<file path="src/rtl/mcu_nbit_pkg.sv">
// Shared opcode encodings and control-state type for the N-bit accumulator MCU.
package mcu_nbit_pkg;

  localparam logic [3:0] OP_NOP = 4'h0;
  localparam logic [3:0] OP_LDI = 4'h1;
  localparam logic [3:0] OP_LDR = 4'h2;
  localparam logic [3:0] OP_STR = 4'h3;
  localparam logic [3:0] OP_ADD = 4'h4;
  localparam logic [3:0] OP_SUB = 4'h5;
  localparam logic [3:0] OP_AND = 4'h6;
  localparam logic [3:0] OP_OR  = 4'h7;
  localparam logic [3:0] OP_XOR = 4'h8;
  localparam logic [3:0] OP_NOT = 4'h9;
  localparam logic [3:0] OP_SHL = 4'hA;
  localparam logic [3:0] OP_SHR = 4'hB;
  localparam logic [3:0] OP_JMP = 4'hC;
  localparam logic [3:0] OP_JZ  = 4'hD;
  localparam logic [3:0] OP_JC  = 4'hE;
  localparam logic [3:0] OP_HLT = 4'hF;

  typedef enum logic [2:0] {
    INIT,
    FETCH,
    DECODE,
    EXECUTE,
    HALT
  } core_state_e;

endpackage

</file>
<file path="src/rtl/mcu_nbit_core_alu.sv">
// Combinational ALU for the arithmetic, logic and shift opcodes (ADD..SHR).
// Carry is zero for the logic operations so the core can load it unconditionally.
module alu_nbit
  import mcu_nbit_pkg::*;
#(
  parameter int DATA_WIDTH = 8
) (
  input  logic [DATA_WIDTH-1:0] a,
  input  logic [DATA_WIDTH-1:0] b,
  input  logic [3:0]            op,
  output logic [DATA_WIDTH-1:0] result,
  output logic                  carry,
  output logic                  zero
);

  logic [DATA_WIDTH:0] sum;

  assign sum  = {1'b0, a} + {1'b0, b};
  assign zero = (result == '0);

  // Select the operation result and its carry/borrow for the current opcode
  always_comb begin
    result = a;
    carry  = 1'b0;
    case (op)
      OP_ADD: begin
        result = sum[DATA_WIDTH-1:0];
        carry  = sum[DATA_WIDTH];
      end
      OP_SUB: begin
        result = a - b;
        carry  = (a < b);
      end
      OP_AND: result = a & b;
      OP_OR:  result = a | b;
      OP_XOR: result = a ^ b;
      OP_NOT: result = ~a;
      OP_SHL: begin
        result = {a[DATA_WIDTH-2:0], 1'b0};
        carry  = a[DATA_WIDTH-1];
      end
      OP_SHR: begin
        result = {1'b0, a[DATA_WIDTH-1:1]};
        carry  = a[0];
      end
      default: ;
    endcase
  end

endmodule

</file>
<file path="src/rtl/mcu_nbit_core.sv">
// Parametrised accumulator MCU: INIT/FETCH/DECODE/EXECUTE/HALT control with a
// handshaked instruction fetch, register file, persistent Z/C flags and jumps.
module mcu_nbit_core
  import mcu_nbit_pkg::*;
#(
  parameter int DATA_WIDTH = 8,
  parameter int PC_WIDTH   = 8,
  parameter int REG_COUNT  = 16,
  parameter int OPD_WIDTH  = $clog2(REG_COUNT)
) (
  input  logic                   Clk,
  input  logic                   Reset,
  input  logic [PC_WIDTH-1:0]    resetPC,
  output logic                   instr_req,
  input  logic                   instr_valid,
  input  logic [3+OPD_WIDTH:0]   instr,
  output logic [PC_WIDTH-1:0]    currentPC,
  output logic [DATA_WIDTH-1:0]  acc_out,
  output logic                   flag_z,
  output logic                   flag_c,
  output logic                   halted
);

  localparam int INSTR_WIDTH = 4 + OPD_WIDTH;
  localparam int IDX_WIDTH   = $clog2(REG_COUNT);

  core_state_e state, state_next;

  logic [PC_WIDTH-1:0]    pc;
  logic [INSTR_WIDTH-1:0] ir;
  logic [DATA_WIDTH-1:0]  acc;
  logic [DATA_WIDTH-1:0]  opd_latch;
  logic                   zf, cf;
  logic [DATA_WIDTH-1:0]  reg_file [REG_COUNT];

  logic [3:0]            opcode;
  logic [OPD_WIDTH-1:0]  operand;
  logic [IDX_WIDTH-1:0]  reg_idx;
  logic [DATA_WIDTH-1:0] imm;

  logic [DATA_WIDTH-1:0] alu_result;
  logic                  alu_carry, alu_zero;

  logic [DATA_WIDTH-1:0] acc_next;
  logic                  z_next, c_next, reg_we, jump_taken;

  assign opcode  = ir[INSTR_WIDTH-1 -: 4];
  assign operand = ir[OPD_WIDTH-1:0];
  assign reg_idx = operand[IDX_WIDTH-1:0];
  assign imm     = DATA_WIDTH'(operand);

  assign instr_req = (state == FETCH);
  assign halted    = (state == HALT);
  assign currentPC = pc;
  assign acc_out   = acc;
  assign flag_z    = zf;
  assign flag_c    = cf;

  alu_nbit #(
    .DATA_WIDTH(DATA_WIDTH)
  ) u_alu (
    .a      (acc),
    .b      (opd_latch),
    .op     (opcode),
    .result (alu_result),
    .carry  (alu_carry),
    .zero   (alu_zero)
  );

  // Control state register; reset always restarts from INIT
  always_ff @(posedge Clk or posedge Reset) begin
    if (Reset) state <= INIT;
    else       state <= state_next;
  end

  // Next-state logic; FETCH waits for the memory handshake, HALT is absorbing
  always_comb begin
    state_next = state;
    case (state)
      INIT:    state_next = FETCH;
      FETCH:   if (instr_valid) state_next = DECODE;
      DECODE:  state_next = EXECUTE;
      EXECUTE: state_next = (opcode == OP_HLT) ? HALT : FETCH;
      HALT:    state_next = HALT;
      default: state_next = INIT;
    endcase
  end

  // Instruction effects computed from IR and operand latch, committed in EXECUTE
  always_comb begin
    acc_next   = acc;
    z_next     = zf;
    c_next     = cf;
    reg_we     = 1'b0;
    jump_taken = 1'b0;
    case (opcode)
      OP_LDI: begin
        acc_next = imm;
        z_next   = (imm == '0);
      end
      OP_LDR: begin
        acc_next = opd_latch;
        z_next   = (opd_latch == '0);
      end
      OP_STR: reg_we = 1'b1;
      OP_ADD, OP_SUB, OP_AND, OP_OR, OP_XOR, OP_NOT, OP_SHL, OP_SHR: begin
        acc_next = alu_result;
        z_next   = alu_zero;
        c_next   = alu_carry;
      end
      OP_JMP: jump_taken = 1'b1;
      OP_JZ:  jump_taken = zf;
      OP_JC:  jump_taken = cf;
      OP_NOP, OP_HLT: ;
      default: ;
    endcase
  end

  // PC, IR, accumulator, flags and operand latch sequencing
  always_ff @(posedge Clk or posedge Reset) begin
    if (Reset) begin
      pc        <= '0;
      ir        <= '0;
      acc       <= '0;
      opd_latch <= '0;
      zf        <= 1'b0;
      cf        <= 1'b0;
    end else begin
      case (state)
        INIT: pc <= resetPC;
        FETCH: begin
          if (instr_valid) begin
            ir <= instr;
            pc <= pc + PC_WIDTH'(1);
          end
        end
        DECODE: opd_latch <= reg_file[reg_idx];
        EXECUTE: begin
          acc <= acc_next;
          zf  <= z_next;
          cf  <= c_next;
          if (jump_taken) pc <= opd_latch[PC_WIDTH-1:0];
        end
        default: ;
      endcase
    end
  end

  // Register file; a store lands at the end of EXECUTE, ahead of the next DECODE
  always_ff @(posedge Clk or posedge Reset) begin
    if (Reset) begin
      for (int i = 0; i < REG_COUNT; i++) reg_file[i] <= '0;
    end else if (state == EXECUTE && reg_we) begin
      reg_file[reg_idx] <= acc;
    end
  end

endmodule

</file>
<file path="config.mk">
export PLATFORM = sky130hd
export DESIGN_NAME = mcu_nbit_core
export DESIGN_NICKNAME = d
export VERILOG_FILES = /design/src/rtl/mcu_nbit_pkg.sv /design/src/rtl/mcu_nbit_core_alu.sv /design/src/rtl/mcu_nbit_core.sv
export SDC_FILE = /design/constraint.sdc
export NUM_CORES = 1
export LEC_CHECK = 0
export ABC_AREA = 1
export CAP_MARGIN = 20
export CORE_MARGIN = 2
export CORE_UTILIZATION = 61
export CTS_CLUSTER_SIZE = 14
export DETAILED_ROUTE_END_ITERATION = 12
export HOLD_SLACK_MARGIN = 0.03
export PLACE_DENSITY = 0.84
export SKIP_CTS_REPAIR_TIMING = 1
export SKIP_LAST_GASP = 1
export SLEW_MARGIN = 10
export SYNTH_ARGS = -nofsm -noshare
export SYNTH_HDL_FRONTEND = slang
export SYNTH_SLANG_ARGS = --single-unit
</file>
<file path="constraint.sdc">
create_clock -name Clk -period 10.99 [get_ports Clk]
set_clock_uncertainty 0.05 [all_clocks]
set_input_delay 2.198 -clock Clk [delete_from_list [all_inputs] [get_ports Clk]]
set_output_delay 2.198 -clock Clk [all_outputs]
set_load 0.005 [all_outputs]
</file>
==> summary.md, run 1 <==
| Metric | Value |
|---|---|
| Total gr overflow | 0 |
| Top-count cell post-synth | nand2_1 |
| Req. time, crit path | 8.74 ns |
| Total CTS buffers | 17 |
| Via-per-instance ratio | 6.14 |
| Setup TNS | 0 ns |
| Root buffer cell | clkbuf_16 |
| Initial Util | 0.618 |
| Clock Latency Late Sink | 0.43 ns |
| Reg-to-Reg End | acc_out[7] |
| Synth warnings | 0 |
| First-iteration detailed-routing DRC count | 1013 |
| Yosys cell types | 43 |
| Max-slew violation count | 0 |
| Placed inst area | 9340 µm² |
| TritonRoute pass-1 iters | 6 |
| First-pass GRT wire length | 38700 µm |
| Arrival time at the worst endpoint | 2.32 ns |
| Syn Nets | 1173 |
| Commonest cells in the netlist | nand2_1 (302), dfrtp_1 (165), nand3_1 (126) |
| VDD IR max | 0.0000873 V |
| Reg-to-Reg Start | acc_out[3] |
| EDFF count, synth | 0 |
| Final core utilization | 0.687 |
| Layout cells sized above 1 | 0.0639 |
| Initial antenna violation count | 0 |
| P&R area growth vs syn | 11.1% |
| Placed cell count | 1299 |
| Worst Setup End Kind | output pin |
| Setup violators final | 0 |
| Chip width | 125 µm |
| Ant diodes | 0 |
| Die ar. | 15600 µm² |
| Post-synth ARST share | 1.00 |
| Die Ht | 125 µm |
| Io pins | 39 |
| Gpl congestion | 0.998 |
| Worst setup path start | state[2] |
| Setup Crit Path Kind | reg -> out |
| CP Launch Type | flip-flop |
| Area fraction of the dominant cell type after synthesis | 0.463 |
| Final wirelength | 23500 µm |
| Max-slew headroom | 0.351 |
| Vias in the first global route | 7597 |
| Outcome | finished, final reports clean |
| Final worst path period need | 4.57 ns |
| Post-DP HPWL | 15600 µm |
| Clock-pin slew on the worst setup and hold paths | 0.06 ns |
| Period utilization | 0.416 |
| Ranking of synthesized cells by area | dfrtp_1 (46%), nand2_1 (13%), nand3_1 (7.1%) |
| Setup crit end | instr_req |
| Pleak | 4.56 nW |
| Max-cap viol count | 0 |
| R2R depth | 13 |
| H-tree levels | 4 |
| Maximum clock path buffer count | 2 |
| FF+latch count, synth | 165 |
| Top_reg_cell synth | dfrtp_1 |
| Power Density | 121 nW/µm² |
| Reg2reg setup slack | 7.60 ns |
| Hold/Removal Path Class | reg -> reg |
| Largest net degree at the start of global routing | 107 |
| Post-Syn Instances | 1126 |
| Sequential-to-total area share from yosys stat | 0.463 |
| Finished layout cell area | 9910 µm² |
| Final hold violation count | 0 |
| Fin nets | 1181 |
| Syn Area/Cell | 7.92 µm² |
| RSZ-0062 raised after global routing | false |
| Total power draw | 1.20 mW |
| Final antenna-violating net count | 0 |
| Worst-margin pin slew | 0.970 ns |
| Hold Path Stages | 2 |
| Post-route DRC violation count | 0 |
| TritonCTS clock tree | yes |
| Std-Cell Core Area | 14400 µm² |
| Total track usage | 0.309 |
| Clock Sinks | 165 |
| Max frequency | 219 MHz |
| Non-Filler Instances | 1327 |
| Crit-path max FO | 11 |
| Fillers | 1166 |
| Synth area leader | dfrtp_1 |
| Post-synthesis cell area | 8920 µm² |
| Port Buf Inserts | 38 |
| WL/cell | 17.7 µm |
| # rows | 44 |
| Routed vias | 8151 |
logic make-up (layout without fill, tap and decap cells):
kind of cell,count (synthesis),in the layout,share of synthesized area
flops,165,165,0.463
compound gates,270,270,0.178
buf+inv,136,153,0.0615
fa+ha+maj,28,28,0.0410
simple gates,527,527,0.257
flip-flops by register name, summed over array words and instances, names as in the netlist:
register and flops:
reg_file 128, opd_latch 8, acc_out 8, flag_z 1, flag_c 1, currentPC 8, ir 8, state 3
report_power, final:
part	internal (mW)	switching (mW)	leakage [nW]
clock network	0.353	0.223	0.274
registers	0.608	0	2.25
logic	0.00654	0.0133	2.04
through the flow:
step / setup WS [ns] / hold WS (ns)
after floorplan: 4.28 / 0.403
after global placement: 6.75 / 0.414
after detailed placement: 6.77 / 0.419
after CTS: 6.46 / 0.434
after global routing: 6.33 / 0.444
final: 6.42 / 0.435
worst min-delay path by stage:
stage	from	to	slack, ns
after detailed placement	reg_file[47]	reg_file[47]	0.42
after global routing	reg_file[47]	reg_file[47]	0.44
after floorplan	reg_file[0]	reg_file[0]	0.40
final	reg_file[45]	reg_file[45]	0.44
after CTS	reg_file[47]	reg_file[47]	0.43
after global placement	reg_file[45]	reg_file[45]	0.41
worst max-delay path: stages, from the launching register on:
cell             delay [ns]
dfrtp_1                0.45
nor2_4                 0.17
inv_2                  0.11
nor2_1                 0.53
clkdlybuf4s50_1        0.63
metal layers:
metal | vias to the layer above | track usage | routed length [µm]
met1 | 3883 | 0.433 | 10000
li1 | 3823 | - | -
met4 | 0 | 0.119 | 683
met2 | 382 | 0.488 | 11000
met5 | - | 0 | 0
met3 | 63 | 0.0503 | 1840
cell type report:
cell class,instances,area (µm²),share of cell area
Clock buffer,24,492,0.0496
Clock inverter,4,72.6,0.00732
Inverter,83,319,0.0322
Multi-Input combinational cell,825,4250,0.429
Sequential cell,165,4130,0.417
Tap cell,184,230,0.0232
Timing Repair Buffer,42,418,0.0422
cells in the final DEF (no fill, tap or decap), types with 8 or more instances in the layout:
cell,netlist,final
inv_1,70,69
o21ai_2,21,21
a21oi_1,52,52
clkdlybuf4s50_1,0,38
ha_1,26,26
dfrtp_1,165,165
nand3_1,126,126
nand4_1,9,9
o21ai_0,101,101
a22oi_1,27,27
nor2_1,62,61
nor3_1,10,10
o21ai_1,37,37
clkbuf_16,0,17
nand2_1,302,302
a221oi_1,10,10
o22ai_1,8,8
No activity file was read; power rests on OpenSTA's default activity.
==> inputs of run 2 (changes only) <==
==> constraint.sdc (replaced) <==
create_clock -name Clk -period 4.7 [get_ports Clk]
set_clock_uncertainty 0.05 [all_clocks]
set_input_delay 0.94 -clock Clk [delete_from_list [all_inputs] [get_ports Clk]]
set_output_delay 0.94 -clock Clk [all_outputs]
set_load 0.005 [all_outputs]
==> run 2 against run 1 <==
  * Sequential power rose by 130%
  * Setup slack got worse by 5.1 ns
  * Via count rose by 1.6%
  * Die area did not move
  * Clock-buffer cell count fell by 5
  * Non-clock buffer count rose by 2
  * Routed wire length rose by 5.8%
==> summary.md, run 2 (same netlist as run 1, synthesis figures left out) <==
| Metric | Value |
|---|---|
| Crit path buf inv count | 2 (unchanged) |
| Layout cells sized above 1 | 0.0697 (+0.00582) |
| CP Launch Type | flip-flop |
| Biggest register | reg_file |
| Pleak | 4.60 nW (+0.82%) |
| P&R area growth vs syn | 12.2% |
| Largest net degree at the start of global routing | 145 (+36%) |
| Hold Path Origin | reg_file[9] |
| Max-slew headroom | 0.316 (-0.0349) |
| Highest Signal Layer | met4 |
| Total track usage | 0.327 (+0.0186) |
| Placed inst area | 9360 µm² (+0.20%) |
| Worst-margin pin slew | 1.02 ns (+0.0521 ns) |
| Sw frac | 0.202 (+0.00556) |
| Top delay family on crit path | simple AND/OR/NAND/NOR gates |
| Period utilization | 0.721 |
| Setup Crit Path Kind | reg -> out |
| Hold/Removal Path Class | reg -> reg |
| Sequential fraction of design power | 0.474 (-0.031) |
| Crit-path max FO | 11 (unchanged) |
| Final worst path period need | 3.39 ns |
| # rows | 44 (unchanged) |
| Std-Cell Core Area | 14400 µm² (unchanged) |
| Most common cell after layout, fill and taps aside | nand2_1 |
| TritonCTS clock tree | yes |
| Fillers | 1132 (-2.9%) |
| Via-per-instance ratio | 6.22 (+1.2%) |
| Fin nets | 1183 (+0.17%) |
| Root buffer cell | clkbuf_16 |
| Total CTS buffers | 17 (unchanged) |
| M1 WL | 10600 µm (+6.0%) |
| H-tree levels | 4 (unchanged) |
| Critical path cell sequence | nor2_4 -> inv_2 -> nor2_1 -> clkdlybuf4s50_1 |
| Reg2reg setup slack | 1.61 ns (-5.99 ns) |
| R2R depth | 12 (-1) |
| Vias in the first global route | 7568 (-0.38%) |
| Die ar. | 15600 µm² (unchanged) |
| PnR worst setup slack | 1.31 ns (-5.11 ns) |
| Clock Sinks | 165 (unchanged) |
| Worst setup path start | state[2] |
| Max-slew violation count | 0 (unchanged) |
| Initial antenna violation count | 0 (unchanged) |
| Setup violators final | 0 (unchanged) |
| Final hold slack | 0.431 ns (-0.00452 ns) |
| Reg-to-Reg Start | acc_out[4] |
| Maximum clock path buffer count | 2 (unchanged) |
| RSZ-0062 raised after global routing | false |
| Clock Latency Late Sink | 0.43 ns (about the same) |
| Sw Pwr | 0.605 mW (+160%) |
| Total power draw | 3.00 mW (+150%) |
| Clock power share | 0.510 (+0.031) |
| Met3 WL | 2000 µm (+8.8%) |
| Worst path slowest cell | clkdlybuf4s50_1 |
| Port Buf Inserts | 38 (unchanged) |
| First-pass GRT wire length | 40600 µm (+5.0%) |
| Met2 WL post-DR | 11500 µm (+4.7%) |
| Post-route DRC violation count | 0 (unchanged) |
| Setup TNS | 0 ns (unchanged) |
| Hold Path Stages | 2 (unchanged) |
| Die Ht | 125 µm (unchanged) |
| Routed vias | 8283 (+1.6%) |
| Reg-to-Reg End | acc_out[7] |
| Initial Util | 0.618 (unchanged) |
| First-iteration detailed-routing DRC count | 1159 (+14%) |
| TritonRoute pass-1 iters | 6 (unchanged) |
| Req. time, crit path | 3.71 ns (-5.03 ns) |
| Total gr overflow | 0 (unchanged) |
| Power Density | 299 nW/µm² (+150%) |
| Ant diodes | 0 (unchanged) |
| Combinational share of power | 0.016 (about the same) |
| Arrival time at the worst endpoint | 2.40 ns (+0.08 ns) |
| Most frequent cells in the layout | nand2_1 (302), dfrtp_1 (165), nand3_1 (126) |
| VDD IR max | 0.000246 V (+180%) |
| Io pins | 39 (unchanged) |
| WL/cell | 18.7 µm (+5.4%) |
| Final antenna-violating net count | 0 (unchanged) |
| Max reg flops | 128 (unchanged) |
| Setup WS pre-CTS | 1.70 ns (-5.07 ns) |
| Gpl congestion | 0.993 (-0.57%) |
| Hold EP | reg_file[9] |
| Final wirelength | 24900 µm (+5.8%) |
| Max-cap viol count | 0 (unchanged) |
| Outcome | finished, final reports clean |
| Clock-pin slew on the worst setup and hold paths | 0.06 ns (about the same) |
| Finished layout cell area | 10000 µm² (+1.0%) |
| Chip width | 125 µm (unchanged) |
| Slowest stage delay, CP | 0.63 ns (about the same) |
| Pint | 2.39 mW (+150%) |
| Post-DP HPWL | 16500 µm (+5.6%) |
| Final hold violation count | 0 (unchanged) |
| Worst Setup End Kind | output pin |
| Max frequency | 295 MHz |
==> run 2: cell count changes in the layout (fill, tap and decap cells not counted), sizes merged <==
cell,delta
bufinv,+3
clkinv,+3
clkinvlp,+3
buf,+2
inv,-1
clkbuf,-5
==> run 2: through the flow <==
| stage | util | cells |
|---|---|---|
| finish | 0.694 | 1332 |
| global route | 0.694 | 1332 |
| CTS | 0.694 | 1332 |
| detailed placement | 0.649 | 1301 |
| global placement | 0.649 | 1301 |
| floorplan | - | 1126 |
==> run 2: power groups by stage <==
stage                     clock [mW]  combinational, mW  sequential, mW
final                           1.53             0.0480            1.42
after floorplan                    0             0.0232            1.45
after detailed placement           0             0.0498            1.45
after CTS                       1.54             0.0500            1.42
after global placement             0             0.0499            1.45
after global routing            1.58             0.0554            1.42
==> run 2: metal layers <==
| metal | up-vias | global-route usage |
|---|---|---|
| li1 | 3833 | - |
| met1 | 3961 | 0.472 |
| met2 | 424 | 0.494 |
| met3 | 65 | 0.0601 |
| met4 | 0 | 0.132 |
| met5 | - | 0 |
==> run 2: worst max-delay path by stage <==
stage,endpoint,cells after the start
after global placement,acc_out[7],12
after CTS,instr_req,4
after global routing,instr_req,4
after floorplan,acc_out[0],1
final,instr_req,4
after detailed placement,flag_z,13
==> run 2: cell type report <==
type	count	area (µm²)	area share
Timing Repair Buffer	44	438	0.0438
Inverter	83	318	0.0318
Multi-Input combinational cell	825	4250	0.424
Tap cell	184	230	0.0230
Clock buffer	19	443	0.0443
Clock inverter	12	204	0.0204
Sequential cell	165	4130	0.413
==> run 2: worst reg2reg max path, stage by stage, from the launching register on <==
cell and delay, ns:
dfrtp_1 0.44, clkinv_1 0.59, ha_1 0.74, inv_1 0.15
a21oi_1 0.24, o21a_1 0.16, nand3_1 0.08, nand2_1 0.06
nor2_1 0.04, nor2_1 0.15, o21ai_0 0.11, nand2_1 0.06
o21ai_0 0.07
==> inputs of run 3 (changes only) <==
==> constraint.sdc (replaced) <==
create_clock -name Clk -period 3.2 [get_ports Clk]
set_clock_uncertainty 0.05 [all_clocks]
set_input_delay 0.64 -clock Clk [delete_from_list [all_inputs] [get_ports Clk]]
set_output_delay 0.64 -clock Clk [all_outputs]
set_load 0.005 [all_outputs]
==> run 3 against run 2 <==
  * Non-clock buffer count rose by 19
  * Global-route usage rose by 0.30 points
  * Clock-buffer cell count rose by 2
  * Combinational power rose by 70%
  * Sequential cell count did not move
  * Sequential share of layout area fell by 0.31 points
  * Critical path type is now reg -> reg
  * Via count fell by 0.31%
  * Clock power rose by 27%
  * Worst hold slack improved by 0.0049 ns
  * Power rose by 38%
  * Sequential power rose by 47%
  * Cell count rose by 1.5%
==> summary.md, run 3 (same netlist as run 1, synthesis figures left out) <==
| Metric | Value |
|---|---|
| Sw Pwr | 0.892 mW (+47%) |
| Sequential fraction of design power | 0.506 (+0.032) |
| Total CTS buffers | 17 (unchanged) |
| Crit-path max FO | 20 (+9) |
| Most frequent cells in the layout | nand2_1 (302), dfrtp_1 (165), nand3_1 (126) |
| Post-DP HPWL | 17100 µm (+4.0%) |
| Port Buf Inserts | 38 (unchanged) |
| Max frequency | 352 MHz |
| Power Density | 409 nW/µm² (+37%) |
| Die Ht | 125 µm (unchanged) |
| Total gr overflow | 0 (unchanged) |
| Setup violators final | 0 (unchanged) |
| Hold/Removal Path Class | reg -> reg |
| Clock Latency Late Sink | 0.43 ns (about the same) |
| Req. time, crit path | 3.50 ns (-0.21 ns) |
| Io pins | 39 (unchanged) |
| Worst setup path start | ir[1] |
| Fillers | 1195 (+5.6%) |
| TritonCTS clock tree | yes |
| Pleak | 4.66 nW (+1.5%) |
| Max reg flops | 128 (unchanged) |
| Non-Filler Instances | 1352 (+1.5%) |
| RSZ-0062 raised after global routing | false |
| Via-per-instance ratio | 6.11 (-1.8%) |
| Max-slew violation count | 0 (unchanged) |
| Gpl congestion | 0.969 (-2.4%) |
| Max-slew headroom | 0.441 (+0.125) |
| Die ar. | 15600 µm² (unchanged) |
| WL/cell | 18.4 µm (-1.5%) |
| Max-cap viol count | 0 (unchanged) |
| Initial antenna violation count | 0 (unchanged) |
| CP Launch Type | flip-flop |
| First-pass GRT wire length | 40900 µm (+0.78%) |
| Total track usage | 0.330 (+0.00299) |
| Sw frac | 0.216 (+0.0145) |
| Routed vias | 8257 (-0.31%) |
| Final hold violation count | 0 (unchanged) |
| P&R area growth vs syn | 13.1% |
| Largest net degree at the start of global routing | 43 (-70%) |
| Worst-margin pin slew | 0.838 ns (-0.185 ns) |
| Fin nets | 1202 (+1.6%) |
| Placed cell count | 1320 (+1.5%) |
| Final wirelength | 24900 µm (about the same) |
| Initial Util | 0.618 (unchanged) |
| Arrival time at the worst endpoint | 3.14 ns (+0.74 ns) |
| Outcome | finished, final reports clean |
| Ant diodes | 0 (unchanged) |
| Std-Cell Core Area | 14400 µm² (unchanged) |
| First-iteration detailed-routing DRC count | 927 (-20%) |
| R2R depth | 9 (-3) |
| Setup TNS | 0 ns (unchanged) |
| TritonRoute pass-1 iters | 6 (unchanged) |
| Clock-pin slew on the worst setup and hold paths | 0.06 ns (about the same) |
| # rows | 44 (unchanged) |
| Root buffer cell | clkbuf_16 |
| Layout cells sized above 1 | 0.0848 (+0.0151) |
| Period utilization | 0.887 |
| Maximum clock path buffer count | 2 (unchanged) |
| Final worst path period need | 2.84 ns |
| Final antenna-violating net count | 0 (unchanged) |
| Combinational share of power | 0.020 (+0.004) |
| Pint | 3.23 mW (+35%) |
| Reg-to-Reg Start | ir[1] |
| Most common cell after layout, fill and taps aside | nand2_1 |
| Setup crit end | opd_latch[4] |
| H-tree levels | 4 (unchanged) |
| Vias in the first global route | 7813 (+3.2%) |
| Clock Sinks | 165 (unchanged) |
| Setup Crit Path Kind | reg -> reg |
| Clock power share | 0.474 (-0.036) |
| Reg-to-Reg End | opd_latch[4] |
| Hold Path Stages | 2 (unchanged) |
| Post-route DRC violation count | 0 (unchanged) |
| Chip width | 125 µm (unchanged) |
| Worst Setup End Kind | flip-flop |
| Biggest register | reg_file |
| VDD IR max | 0.000518 V (+110%) |
| Reg2reg setup slack | 0.36 ns (-1.25 ns) |
## run 3: worst min path at each step
stage,from,end
finish,reg_file[46],reg_file[46]
global route,reg_file[13],reg_file[13]
CTS,reg_file[46],reg_file[46]
detailed placement,reg_file[46],reg_file[46]
global placement,reg_file[9],reg_file[9]
floorplan,reg_file[0],reg_file[0]
## run 3: cell type report
cell class                 count  area [µm²]  share of cell area
multi-input combinational    825        4240               0.421
sequential                   165        4130               0.409
timing repair buffer          63         606              0.0600
clock buffer                  21         460              0.0457
inverter                      83         318              0.0315
tap                          184         230              0.0228
clock inverter                11         100             0.00992
## run 3: through the flow
stage                     area, µm²  power, mW  setup slack (ns)  hold WS [ns]  utilization
final                         10100       4.12             0.361         0.436        0.699
after global routing          10100       4.22             0.211         0.444        0.699
after CTS                     10100       4.13             0.438         0.435        0.699
after detailed placement       9530       2.21             0.514         0.419        0.660
after global placement         9530       2.21             0.494         0.415        0.660
after floorplan                8920       2.16             0.411         0.403            -
## run 3: routing by layer
layer / share of wire / GRT usage
met2: 0.47 / 0.507
met5: 0 / 0
met4: 0.037 / 0.149
met3: 0.073 / 0.0657
met1: 0.42 / 0.460
## run 3: critical path, cell delays in order, from the launching register on
cell and delay (ns):
dfrtp_1 0.67, inv_2 0.30, nor2_2 0.71, buf_4 0.37
a22oi_1 0.12, nand3_1 0.12, nand2_1 0.07, nand3_1 0.12
nor2_1 0.08, a21oi_1 0.12
## run 3: power by group through the flow
stage               clock (mW)  sequential (mW)  combinational [mW]
detailed placement           0             2.12              0.0841
CTS                       1.96             2.09              0.0843
global route              2.04             2.08              0.0923
global placement             0             2.12              0.0840
floorplan                    0             2.13              0.0340
finish                    1.95             2.09              0.0816
